[src/rtl/id_ex_stage.sv]
// ID/EX pipeline register with load-use hazard detection and a
// saturating stall-bubble counter.
module id_ex_stage #(
  parameter int DATA_W = 64,
  parameter int CNT_W  = 16
) (
  input  logic              clk,
  input  logic              reset,
  input  logic [DATA_W-1:0] id_rd1,
  input  logic [DATA_W-1:0] id_rd2,
  input  logic [DATA_W-1:0] id_imm,
  input  logic [DATA_W-1:0] id_pc,
  input  logic [4:0]        id_rs1,
  input  logic [4:0]        id_rs2,
  input  logic [4:0]        id_rd,
  input  logic              id_regwrite,
  input  logic              id_memread,
  input  logic              id_memwrite,
  input  logic              id_memtoreg,
  input  logic              id_branch,
  input  logic              id_alusrc,
  input  logic [1:0]        id_aluop,
  input  logic              id_valid,
  input  logic              flush,
  output logic [DATA_W-1:0] ex_rd1,
  output logic [DATA_W-1:0] ex_rd2,
  output logic [DATA_W-1:0] ex_imm,
  output logic [DATA_W-1:0] ex_pc,
  output logic [4:0]        ex_rs1,
  output logic [4:0]        ex_rs2,
  output logic [4:0]        ex_rd,
  output logic              ex_regwrite,
  output logic              ex_memread,
  output logic              ex_memwrite,
  output logic              ex_memtoreg,
  output logic              ex_branch,
  output logic              ex_alusrc,
  output logic [1:0]        ex_aluop,
  output logic              ex_valid,
  output logic              stall,
  output logic              pc_write,
  output logic              if_id_write,
  output logic [CNT_W-1:0]  stall_count
);

  typedef struct packed {
    logic [DATA_W-1:0] rd1;
    logic [DATA_W-1:0] rd2;
    logic [DATA_W-1:0] imm;
    logic [DATA_W-1:0] pc;
    logic [4:0]        rs1;
    logic [4:0]        rs2;
    logic [4:0]        rd;
    logic              regwrite;
    logic              memread;
    logic              memwrite;
    logic              memtoreg;
    logic              branch;
    logic              alusrc;
    logic [1:0]        aluop;
    logic              valid;
  } id_ex_t;

  localparam logic [CNT_W-1:0] ONE = 1;

  id_ex_t           r_ex;
  id_ex_t           w_id;
  id_ex_t           w_nxt;
  logic [CNT_W-1:0] r_cnt;
  logic             w_ex_load;
  logic             w_src_hit;
  logic             w_hazard;
  logic             w_sat;
  logic             w_cnt_en;

  always_comb begin
    w_id          = '0;
    w_id.rd1      = id_rd1;
    w_id.rd2      = id_rd2;
    w_id.imm      = id_imm;
    w_id.pc       = id_pc;
    w_id.rs1      = id_rs1;
    w_id.rs2      = id_rs2;
    w_id.rd       = id_rd;
    w_id.regwrite = id_regwrite;
    w_id.memread  = id_memread;
    w_id.memwrite = id_memwrite;
    w_id.memtoreg = id_memtoreg;
    w_id.branch   = id_branch;
    w_id.alusrc   = id_alusrc;
    w_id.aluop    = id_aluop;
    w_id.valid    = 1'b1;
  end

  // x0 is hardwired zero, so a load targeting it never blocks
  assign w_ex_load = r_ex.valid & r_ex.memread & (r_ex.rd != 5'd0);
  assign w_src_hit = (r_ex.rd == id_rs1) | (r_ex.rd == id_rs2);
  assign w_hazard  = w_ex_load & id_valid & w_src_hit;

  always_comb begin
    w_nxt = '0;
    if (flush) begin
      w_nxt = '0;
    end else if (w_hazard) begin
      w_nxt = '0;
    end else if (id_valid) begin
      w_nxt = w_id;
    end
  end

  assign w_sat    = &r_cnt;
  assign w_cnt_en = w_hazard & ~flush & ~w_sat;

  always_ff @(posedge clk or posedge reset) begin
    if (reset) begin
      r_ex  <= '0;
      r_cnt <= '0;
    end else begin
      r_ex <= w_nxt;
      if (w_cnt_en) begin
        r_cnt <= r_cnt + ONE;
      end
    end
  end

  assign ex_rd1      = r_ex.rd1;
  assign ex_rd2      = r_ex.rd2;
  assign ex_imm      = r_ex.imm;
  assign ex_pc       = r_ex.pc;
  assign ex_rs1      = r_ex.rs1;
  assign ex_rs2      = r_ex.rs2;
  assign ex_rd       = r_ex.rd;
  assign ex_regwrite = r_ex.regwrite;
  assign ex_memread  = r_ex.memread;
  assign ex_memwrite = r_ex.memwrite;
  assign ex_memtoreg = r_ex.memtoreg;
  assign ex_branch   = r_ex.branch;
  assign ex_alusrc   = r_ex.alusrc;
  assign ex_aluop    = r_ex.aluop;
  assign ex_valid    = r_ex.valid;
  assign stall       = w_hazard;
  assign pc_write    = ~w_hazard;
  assign if_id_write = ~w_hazard;
  assign stall_count = r_cnt;

endmodule

[config.mk]
export PLATFORM = sky130hd
export DESIGN_NAME = id_ex_stage
export DESIGN_NICKNAME = d
export VERILOG_FILES = /design/src/rtl/id_ex_stage.sv
export SDC_FILE = /design/constraint.sdc
export NUM_CORES = 1
export LEC_CHECK = 0
export BUFFER_PORTS_ARGS = -buffer_cell sky130_fd_sc_hd__buf_2
export CAP_MARGIN = 5
export CORE_AREA = 5 5 223 225
export CTS_CLUSTER_SIZE = 30
export DETAILED_ROUTE_END_ITERATION = 8
export DIE_AREA = 0 0 228 230
export PLACE_DENSITY = 0.53
export SLEW_MARGIN = 40
export SYNTH_ARGS = -nofsm -noshare
export SYNTH_HDL_FRONTEND = slang
export SYNTH_SLANG_ARGS = --single-unit
[constraint.sdc]
create_clock -name clk -period 12.5 [get_ports clk]
set_input_delay 1.25 -clock clk [delete_from_list [all_inputs] [get_ports clk]]
set_output_delay 1.25 -clock clk [all_outputs]
set_load 0.005 [all_outputs]
## Word level (Yosys, flattened, before mapping)

Index checks and enable logic that the tools add are counted.
Widths: inputs -> output; s select.

- Add/subtract/negate cells: 1
- $mul: 0
- Div/mod/pow operators: 0
- $lt $le $gt $ge: 0
- Equal/unequal tests: 2
- Shift operators: 0
- Muxes and demuxes: 3
- Bitwise gates (word level): 10
- Reduce and logical (&&, ||, !) cells: 2

Operators with widths:

| operator | count |
|---|---|
| $mux 280 | 3 |
| $add 16x1->16 const B | 1 |
| $reduce_and 16->1 | 1 |
| $eq 5x5->1 | 2 |
| $and 1x1->1 | 6 |
| $reduce_bool 5->1 | 1 |
| $not 1->1 | 3 |
| $or 1x1->1 | 1 |

- Register bits: 296
- Latch bits: 0
- RAM bits: 0
- Bits in read-only memories: 0
- Input bits: 283
- Output and inout port bits: 299
- Word-level logic and storage cells: 34
- Memories kept: 0

## Longest topological paths before layout

Gate-level depths: netlist of the first run.

- Depth in word-level cells: 6
- Depth in mapped cells: 7

## Worst setup path before layout of the first run

No wires, ideal clock.

- Path type: in2out
- From: input port id_rs2[4]
- To: output port pc_write
- Data arrival time: 2381 ps
- Setup slack: 8869 ps
- Stages: 6
- Path buffers: 2
- Cell sequence: xnor2_1 nand3_1 o22ai_2 clkbuf_1 nand2_1 buf_4

- Word-level cells in the longest chain between the ends: 4

Ends and longest elaborated chain:

| item | line | source |
|---|---|---|
| start, declared | 14 | `input logic [4:0] id_rs2,` |
| $eq 5x5->1 | 97 | `assign w_src_hit = (r_ex.rd == id_rs1) \| (r_ex.rd == id_rs2);` |
| $or 1x1->1 | 97 |  |
| $and 1x1->1 | 98 | `assign w_hazard = w_ex_load & id_valid & w_src_hit;` |
| $not 1->1 | -- |  |
| end, declared | 41 | `output logic pc_write,` |

No other way between the ends.

## Final worst setup path of the first run

- From: input port id_rs2[0]
- To: output port stall

- Word-level cells in the longest chain between the ends: 3

Ends and longest elaborated chain:

| item | line | source |
|---|---|---|
| $eq 5x5->1 | 97 |  |
| $or 1x1->1 | 97 |  |
| $and 1x1->1 | 98 |  |
| end, declared | 40 | `output logic stall,` |

No other way between the ends.

==> results of run 1 <==
through the flow:
stage	instances	instance area [um^2]	utilization	hold slack, ns
floorplan	691	9920	-	0.488
global placement	1858	13500	0.285	0.486
detailed placement	1859	13500	0.285	0.500
CTS	1922	14700	0.310	0.507
global route	1923	14700	0.311	0.531
finish	1927	14700	0.311	0.495
cells by family after synthesis:
logic type	Yosys count	share of synthesized area
simple gates	327	0.205
flops	296	0.747
buf+inv	36	0.0183
xor+xnor	25	0.0221
compound gates	5	0.00567
mux	1	0.00113
fa+ha+maj	1	0.00126
power groups by stage:
| stage | combinational (mW) | sequential, mW | clock (mW) |
|---|---|---|---|
| 2_1_floorplan | 0.0517 | 1.03 | 0 |
| 3_3_place_gp | 0.157 | 1.02 | 0 |
| 3_5_place_dp | 0.158 | 1.02 | 0 |
| 4_1_cts | 0.159 | 1.00 | 1.06 |
| 5_1_grt | 0.174 | 1.01 | 1.10 |
| 6_report | 0.154 | 1.00 | 1.02 |
Yosys cell counts:
| cell type | count | area [um^2] |
|---|---|---|
| nand2_1 | 8 | 30.0 |
| nand4_1 | 8 | 50.1 |
| nand3_1 | 9 | 45.0 |
| and4b_1 | 2 | 20.0 |
| inv_1 | 3 | 11.3 |
| nor4b_1 | 1 | 8.76 |
| and3_1 | 5 | 31.3 |
| mux2_2 | 1 | 11.3 |
| nand2b_1 | 1 | 6.26 |
| nor3b_1 | 1 | 7.51 |
| nor2_1 | 4 | 15.0 |
| o211ai_1 | 1 | 7.51 |
| nor2b_1 | 1 | 6.26 |
| o22ai_2 | 1 | 12.5 |
| clkbuf_1 | 8 | 30.0 |
| clkbuf_2 | 20 | 100 |
| xnor2_1 | 24 | 210 |
| nand4b_1 | 2 | 17.5 |
| buf_2 | 2 | 10.0 |
| nor4_1 | 1 | 6.26 |
| o21a_4 | 1 | 15.0 |
| buf_6 | 2 | 22.5 |
| ha_1 | 1 | 12.5 |
| or4_4 | 1 | 11.3 |
| xor2_1 | 1 | 8.76 |
| nand3b_1 | 1 | 7.51 |
| and2_1 | 279 | 1750 |
| dfrtp_1 | 296 | 7410 |
| a21oi_1 | 1 | 5.00 |
| and4_1 | 2 | 17.5 |
| buf_4 | 1 | 7.51 |
| a21oi_4 | 1 | 16.3 |
| and3b_1 | 1 | 8.76 |
worst max-delay path by stage:
stage	slack [ns]	to	depth (start not counted)
global route	8.32	stall	7
detailed placement	8.49	stall	7
global placement	8.53	stall	7
finish	8.48	stall	7
floorplan	3.07	ex_aluop[0]$_DFF_PP0_	1
CTS	8.48	stall	7
critical path: stages:
cell and delay (ns):
buf_2 0.11, xnor2_1 0.14, nand3_1 0.12, o22ai_2 0.66, nand2_1 0.26, inv_1 0.10, buf_2 0.11
sequential cells by signal, indices dropped and copies added, names as in the netlist, 2 cells and up:
name and count:
ex_aluop 2, ex_imm 64, ex_pc 64, ex_rd 5
ex_rd1 64, ex_rd2 64, ex_rs1 5, ex_rs2 5
stall_count 16
layer usage:
metal,vias up,global-route usage
met4,14,0.0337
met1,3531,0.137
met3,56,0.0576
li1,3328,-
met5,-,0
met2,346,0.207
area by class of cell:
class                   instances  area (um^2)
fillers                      4848        32600
flip-flops and latches        296         7410
repair buffers                587         3000
multi-input cells             359         2330
clock buffers                  51         1050
well taps                     615          769
clock inverters                12          131
inverters                       3         18.8
diodes                          4         10.0
==> results by group, run 1 <==
Finish
  • Syn-to-layout area delta: 48.4%
  • Nets@finish: around 1,600
  • Layout cell share with drive strength beyond 1: 0.495
  • Most common cell after layout, fill and taps aside: buf_2
  • Highest-count cells in the layout ignoring fill and taps: 581 x buf_2, 296 x dfrtp_1, 279 x and2_1

Clock network
  • Clk slew on worst S/H paths: around 0.050 ns
  • Sink Count: a little under 300
  • Total CTS buffers: 36
  • Worst skew pair latency: between 0.5 and 0.6 ns
  • CTS tree: done
  • H-tree depth: 2
  • CTS Hold Buffers Added: 0
  • CTS Root Cell: clkbuf_16
  • Max clock buf depth: 3
  • Post_cts resized: 0
  • Postcts setup bufs: 0

STA
  • Final Max Slew Viols: 0
  • Hold Violations, Final: 0
  • Setup TNS Final: 0 ns
  • Worst setup margin: 8.48 ns
  • Worst Tran Pin Value: 0.783 ns
  • Post-route clock skew: about 0.018 ns
  • Tcrit/Tclk final: 0.322
  • Max frequency: 0.249 GHz
  • Slew headroom: 0.478
  • RSZ-0062 raised after global routing: false
  • Post-route minimum period: around 4.0 ns
  • Setup violators final: 0

Global route
  • Largest net degree at the start of global routing: 230
  • First-pass GRT wire length: 49,400 um
  • Vias in the first global route: between 8,000 and 9,000
  • GRT Resource Usage Total: 0.121
  • Antenna violations before repair: 11
  • GR Overflow Total: 0

Place
  • Pre-CTS WS: ~8.5 ns
  • Hpwl dp: about 25,000 um
  • Final GP Congestion: just over 0.8
  • Port buffer count: 581

Power
  • Total Power: 2.18 mW
  • Clock share of power: 0.469
  • Leakage: a little over 8 nW
  • Comb pwr share: 0.070
  • Peak supply drop: roughly 0.095 mV
  • Pint: between 1.5 and 2 mW
  • Flop pwr share: 0.460
  • Net Sw Frac: 0.221
  • PwrDens: between 100 and 150 nW/um^2
  • Switching power: between 0.4 and 0.5 mW

Detailed routing
  • Wl on met1: between 10,000 and 15,000 um
  • Post-route DRC: 0
  • Post-detailed-route count of antenna-violating nets: 0
  • Number of vias per cell: 3.78
  • Routed WL per cell: ~17 um
  • Detailed Routing Iterations Pass 1: 4
  • Total number of vias: between 7,000 and 8,000
  • Routed wl met2: ~16,000 um
  • Drt total wl: 32,700 um
  • Max layer used: met5
  • DR WL met3: around 3300 um
  • Initial DRC count: 330

Synth
  • Seq/Total Area, Yosys: 0.747
  • Avg Inst Size Synth: ~14 um^2
  • Post-synthesis cell count: between 600 and 700
  • Mapped Area: about 10000 um^2
  • Syn nets: roughly 980
  • Post-synthesis register bit count: roughly 300
  • Yosys warning count: 0
  • Unique masters post-synth: 33

Floorplan
  • Die area: between 50,000 and 60,000 um^2
  • Starting density of the core: 0.210
  • Num rows: 80
  • Core area: approximately 47,000 um^2
  • Width of the die: ~230 um
  • Die H: 230 um
  • I/O Pins: roughly 580

Hold path
  • Hold_sp: stall_count[15]$_DFFE_PP0P_
  • Hold depth: 1
  • Hold Path Class: reg -> reg
  • Hold Path Sink: stall_count[15]$_DFFE_PP0P_

Setup path
  • Worst Setup SP: id_rs2[0]
  • Critical path class: in -> out
  • Critical Path Fanout Max: 17
  • Reg2Reg Launch Point: ex_rd[0]$_DFF_PP0_
  • Crit path launch type: input pin
  • Reg2Reg Setup Slack: roughly 9.7 ns
  • Reg2reg end: ex_rd2[47]$_DFF_PP0_
  • Worst R2R Path Depth: 7
  • Worst EP required: between 10 and 15 ns
  • WP data arrival: 2.77 ns
  • Setup crit end kind: output pin

Run
  • Max-cap check violation count: 0

Run status
  • Status: finished, final reports clean
Note: power is estimated with default switching activity, not from simulation.
==> run 2: changes to the inputs <==
Settings changed: ABC_AREA set to 1, CORE_AREA 5 5 223 225 to 5 5 221 223, DIE_AREA 0 0 228 230 to 0 0 226 228, PLACE_DENSITY 0.53 to 0.56.
Clock period 12.5 ns to 4.1 ns, I/O delays scaled along.
==> results by group, run 2 <==
Run status
  • Status: finished, final reports clean

Place
  • Final GP Congestion: just over 0.8
  • Pre-CTS WS: about 1.8 ns
  • Port buffer count: 581
  • Hpwl dp: approximately 29,000 um

Power
  • Peak supply drop: around 0.33 mV
  • Leakage: approximately 9.9 nW
  • Net Sw Frac: 0.228
  • Comb pwr share: 0.078
  • PwrDens: 443 nW/um^2
  • Total Power: 6.81 mW
  • Pint: approximately 5.3 mW
  • Switching power: roughly 1.6 mW
  • Flop pwr share: 0.449
  • Clock share of power: 0.473

Synth
  • Top cells by count, synth: 296 x dfrtp_1, 295 x nor2_1, 292 x inv_1
  • Mapped Area: 10,600 um^2
  • Avg Inst Size Synth: 10.1 um^2
  • Yosys warning count: 0
  • Asr flop ratio synth: 1.00
  • Seq/Total Area, Yosys: 0.702
  • Top-count cell post-synth: dfrtp_1
  • Syn nets: ~1,300
  • Most area-consuming cells after synthesis: dfrtp_1 70%, nor2_1 10%, inv_1 10%
  • Synth area leader: dfrtp_1
  • Synth top area share: 0.702
  • Top_reg_cell synth: dfrtp_1
  • Post-synthesis cell count: between 1,000 and 1,500
  • Post-synth EDFFs: 0
  • Unique masters post-synth: 19
  • Post-synthesis register bit count: between 200 and 300

Floorplan
  • Width of the die: approximately 230 um
  • I/O Pins: 582
  • Die H: between 200 and 250 um
  • Num rows: 79
  • Core area: around 46,000 um^2
  • Die area: slightly above 50,000 um^2
  • Starting density of the core: 0.228

Clock network
  • Postcts setup bufs: 0
  • Sink Count: ~300
  • CTS tree: done
  • H-tree depth: 2
  • Worst skew pair latency: roughly 0.53 ns
  • Clk slew on worst S/H paths: 0.06 ns
  • Total CTS buffers: 36
  • Max clock buf depth: 3
  • CTS Root Cell: clkbuf_16

Setup path
  • Setup crit end kind: flip-flop
  • Critical Path Fanout Max: ~130
  • Crit path launch type: flip-flop
  • Worst R2R Path Depth: 11
  • Reg2reg end: ex_pc[54]$_DFF_PP0_
  • WP data arrival: roughly 2.6 ns
  • Critical path class: reg -> reg
  • Reg2Reg Launch Point: ex_rd[1]$_DFF_PP0_
  • Reg2Reg Setup Slack: 1.87 ns
  • Worst EP required: roughly 4.5 ns

Finish
  • Syn-to-layout area delta: 45.7%
  • Highest-count cells in the layout ignoring fill and taps: 581 x buf_2, 296 x dfrtp_1, 294 x nor2_1
  • Layout cell share with drive strength beyond 1: 0.397
  • Nets@finish: 1,931
  • Most common cell after layout, fill and taps aside: buf_2

Global route
  • Vias in the first global route: between 9,000 and 10,000
  • GR Overflow Total: 0
  • GRT Resource Usage Total: 0.137
  • Antenna violations before repair: 17
  • First-pass GRT wire length: 54,500 um
  • Largest net degree at the start of global routing: 170

STA
  • Final Max Slew Viols: 0
  • Max frequency: between 0.4 and 0.5 GHz
  • Worst Tran Pin Value: roughly 0.66 ns
  • Post-route clock skew: roughly 0.017 ns
  • Post-route minimum period: around 2.2 ns
  • Hold Violations, Final: 0
  • Tcrit/Tclk final: 0.545
  • Worst setup margin: 1.87 ns
  • Slew headroom: 0.559
  • Setup violators final: 0
  • RSZ-0062 raised after global routing: false
  • Final hold slack: 0.0866 ns

Detailed routing
  • Total number of vias: 8,678
  • Initial DRC count: between 300 and 400
  • Drt total wl: between 30,000 and 40,000 um
  • Post-route DRC: 0
  • Routed WL per cell: approximately 16 um
  • Detailed Routing Iterations Pass 1: 4
  • Post-detailed-route count of antenna-violating nets: 0
  • Number of vias per cell: approximately 3.8

Run
  • Max-cap check violation count: 0

Hold path
  • Hold depth: 3
  • Hold Path Class: in -> reg
  • Hold Path Sink: ex_rd2[32]$_DFF_PP0_
  • Hold_sp: id_rd2[32]
## run 2: repair_timing
item | 4_1_cts | 5_1_grt
gates resized for setup | 0 | 0
hold buffers | 0 | 1
endpoints found under the hold margin | 0 | 12
## run 2: worst max path at each step
stage | start | slack (ns) | depth (start not counted) | end
after floorplan | reset | -0.24 | 1 | ex_aluop[0]$_DFF_PP0_
after global placement | id_rs1[1] | 1.87 | 11 | ex_rd2[38]$_DFF_PP0_
after detailed placement | id_rs1[1] | 1.85 | 11 | ex_pc[17]$_DFF_PP0_
after CTS | ex_rd[1]$_DFF_PP0_ | 1.78 | 9 | stall
after global routing | ex_rd[1]$_DFF_PP0_ | 1.63 | 11 | ex_rd1[25]$_DFF_PP0_
final | ex_rd[1]$_DFF_PP0_ | 1.87 | 11 | ex_pc[54]$_DFF_PP0_
## run 2: kinds of logic after synthesis
| group | Yosys count | synth area share |
|---|---|---|
| buf+inv | 332 | 0.136 |
| compound gates | 1 | 0.000474 |
| xor+xnor | 15 | 0.0124 |
| flops | 296 | 0.702 |
| simple gates | 405 | 0.148 |
| fa+ha+maj | 1 | 0.00119 |
## run 2: metrics by stage
| step | TNS (ns) | std cells | util | cell area, um^2 |
|---|---|---|---|---|
| 3_3_place_gp | 0 | 2213 | 0.303 | 14100 |
| 3_5_place_dp | 0 | 2213 | 0.303 | 14100 |
| 5_1_grt | 0 | 2288 | 0.332 | 15400 |
| 6_report | 0 | 2292 | 0.332 | 15400 |
| 4_1_cts | 0 | 2276 | 0.330 | 15300 |
| 2_1_floorplan | -71.37 | 1050 | - | 10600 |
## run 2: area by class of cell
cell class / count / area, um^2
Sequential cell: 296 / 7410
Tap cell: 607 / 759
Antenna cell: 13 / 32.5
Clock buffer: 52 / 1110
Multi-Input combinational cell: 422 / 1730
Clock inverter: 11 / 111
Fill cell: 4887 / 31000
Inverter: 298 / 1120
Timing Repair Buffer: 593 / 3110
## run 2: critical path, cell delays in order (launching register included)
cell     delay, ns
dfrtp_1       0.46
inv_2         0.07
nand2_1       0.06
nand2_1       0.05
nor2_1        0.15
nand3_1       0.13
nand2_2       0.12
nand2_2       0.10
nand3_4       0.10
buf_12        0.22
buf_16        0.39
nor2_1        0.09
## run 2: routing by layer
layer	vias to the layer above	part of all wire	global-route usage
met4	6	0.043	0.0624
met2	409	0.52	0.243
met5	-	0.0011	0
met3	72	0.12	0.0694
li1	4098	-	-
met1	4093	0.32	0.133
## run 2: power by group through the flow
stage / clock [mW] / combinational (mW) / sequential [mW]
floorplan: 0 / 0.200 / 3.13
global placement: 0 / 0.535 / 3.11
detailed placement: 0 / 0.540 / 3.11
CTS: 3.37 / 0.542 / 3.06
global route: 3.47 / 0.604 / 3.07
finish: 3.22 / 0.530 / 3.06
==> run 3: changes to the inputs <==
Settings changed: CORE_AREA 5 5 221 223 to 5 5 225 227, DIE_AREA 0 0 226 228 to 0 0 230 232.
Clock period 4.1 ns to 2.05 ns, I/O delays scaled along.
==> results by group, run 3 (synthesis results as in run 2) <==
Run
  • Max-cap check violation count: 0

Setup path
  • Reg2Reg Launch Point: ex_rd[2]$_DFF_PP0_
  • CP max stage cell: dfrtp_1
  • Reg2Reg Setup Slack: between 0.2 and 0.25 ns
  • CP peak stage delay: approximately 0.41 ns
  • Critical Path Fanout Max: 5
  • Setup crit end kind: output pin
  • Critical path class: reg -> out
  • Worst EP required: 1.85 ns
  • WP data arrival: about 1.7 ns
  • Worst path cell trace: inv_2, nand2_2, nand2_1, nor2_1, nand3_1, nand2_2, nand2_4, inv_2, buf_2
  • Reg2reg end: ex_rd1[22]$_DFF_PP0_
  • Worst R2R Path Depth: 11
  • Crit path launch type: flip-flop

Detailed routing
  • Post-detailed-route count of antenna-violating nets: 0
  • Post-route DRC: 0
  • Initial DRC count: about 400
  • Detailed Routing Iterations Pass 1: 4
  • Number of vias per cell: between 3 and 4
  • Total number of vias: approximately 9,900
  • Drt total wl: approximately 38,000 um
  • Routed WL per cell: approximately 15 um

Clock network
  • Worst skew pair latency: approximately 0.52 ns
  • Sink Count: between 200 and 300
  • CTS tree: done
  • H-tree depth: 2
  • Max clock buf depth: 3
  • Clk slew on worst S/H paths: 0.06 ns
  • CTS Root Cell: clkbuf_16
  • Total CTS buffers: 36

STA
  • Final hold slack: around 0.072 ns
  • Worst Tran Pin Value: approximately 0.60 ns
  • Setup violators final: 0
  • Max frequency: between 0.5 and 0.6 GHz
  • Tcrit/Tclk final: 0.926
  • Post-route minimum period: 1.90 ns
  • Worst setup margin: 0.151 ns
  • Slew headroom: 0.600
  • Final Max Slew Viols: 0
  • Post-route clock skew: around 0.016 ns
  • Hold Violations, Final: 0
  • RSZ-0062 raised after global routing: false

Finish
  • Nets@finish: between 2,000 and 2,500
  • Post-route cell area: roughly 18,000 um^2
  • Most common cell after layout, fill and taps aside: buf_2
  • Layout cell share with drive strength beyond 1: 0.347
  • Core Util, Final: 0.377
  • Syn-to-layout area delta: 73.3%
  • Highest-count cells in the layout ignoring fill and taps: 581 x buf_2, 295 x dfrtp_1, 294 x nor2_1

Power
  • Pint: ~10 mW
  • Clock share of power: 0.440
  • Leakage: between 10 and 15 nW
  • Total Power: around 14 mW
  • Flop pwr share: 0.449
  • Net Sw Frac: 0.234
  • Peak supply drop: 0.616 mV
  • Switching power: 3.19 mW
  • Comb pwr share: 0.111
  • PwrDens: roughly 750 nW/um^2

Floorplan
  • Die area: between 50,000 and 60,000 um^2
  • Num rows: 81
  • I/O Pins: between 500 and 600
  • Starting density of the core: 0.218
  • Width of the die: 230 um
  • Die H: between 200 and 250 um
  • Core area: about 48,000 um^2

Global route
  • Largest net degree at the start of global routing: 96
  • Vias in the first global route: roughly 11,000
  • GRT Resource Usage Total: 0.137
  • GR Overflow Total: 0
  • First-pass GRT wire length: between 50,000 and 60,000 um
  • Antenna violations before repair: 0

Hold path
  • Hold Path Sink: ex_pc[16]$_DFF_PP0_
  • Hold Path Class: in -> reg
  • Hold_sp: id_pc[16]
  • Hold depth: 3

Run status
  • Status: finished, final reports clean

Place
  • Port buffer count: 581
  • Hpwl dp: 26,400 um
  • Final GP Congestion: 0.884
  • Pre-CTS WS: approximately 0.26 ns
  • Placed Area: 14,400 um^2
[run 3: changes by cell type in the layout (fill, tap and decap cells not counted), sizes merged]
| cell | before | now |
|---|---|---|
| bufinv | 2 | 1 |
| dlygate4sd3 | 1 | 280 |
| clkbuf | 52 | 49 |
| inv | 297 | 296 |
| clkinv | 8 | 10 |
| diode | 13 | 3 |
| buf | 592 | 622 |
[run 3: power groups by stage]
stage | combinational (mW) | sequential, mW | clock [mW]
6_report | 1.52 | 6.12 | 6.00
5_1_grt | 1.69 | 6.14 | 6.45
4_1_cts | 1.52 | 6.12 | 6.23
3_5_place_dp | 1.10 | 6.22 | 0
3_3_place_gp | 1.09 | 6.22 | 0
2_1_floorplan | 0.401 | 6.25 | 0
[run 3: layout make-up]
type / instances / area, um^2
diodes: 3 / 7.51
clock buffers: 49 / 1010
clock inverters: 11 / 93.8
fillers: 4700 / 30200
inverters: 298 / 1120
multi-input cells: 422 / 1730
flip-flops and latches: 296 / 7410
well taps: 622 / 778
repair buffers: 902 / 6130
[run 3: per-layer routing]
layer	part of all wire	vias up	routed length, um	track usage
met4	0.035	0	1350	0.0523
met2	0.51	448	19300	0.247
met3	0.089	97	3400	0.0496
met1	0.37	4638	14100	0.148
li1	-	4694	-	-
met5	0	-	0	0
[run 3: what timing repair did]
action / CTS / global route
gates resized for setup: 0 / 4
hold endpoints to repair: 333 / 0
hold buffers: 280 / 0
endpoints found under the setup margin: 0 / 3
buffers inserted: 0 / 1
[run 3: critical path: cells and delay by family (launching register included)]
| kind | cells | cell delay, ns |
|---|---|---|
| buffers and inverters | 3 | 0.22 |
| and+or+nand+nor | 6 | 0.53 |
| DFF | 1 | 0.41 |
[run 3: metrics by stage]
| stage | setup TNS (ns) | std cells |
|---|---|---|
| 2_1_floorplan | -617.49 | 1050 |
| 3_3_place_gp | 0 | 2259 |
| 3_5_place_dp | 0 | 2259 |
| 4_1_cts | 0 | 2599 |
| 5_1_grt | 0 | 2600 |
| 6_report | 0 | 2603 |
[run 3: how the worst max path moves through the flow]
stage,end,cells past startpoint,from
3_5_place_dp,ex_pc[47]$_DFF_PP0_,9,ex_rd[0]$_DFF_PP0_
3_3_place_gp,stall_count[11]$_DFFE_PP0P_,9,stall_count[0]$_DFFE_PP0P_
2_1_floorplan,ex_aluop[0]$_DFF_PP0_,1,reset
6_report,stall,9,ex_rd[2]$_DFF_PP0_
5_1_grt,stall,9,ex_rd[2]$_DFF_PP0_
4_1_cts,stall,8,ex_rd[0]$_DFF_PP0_
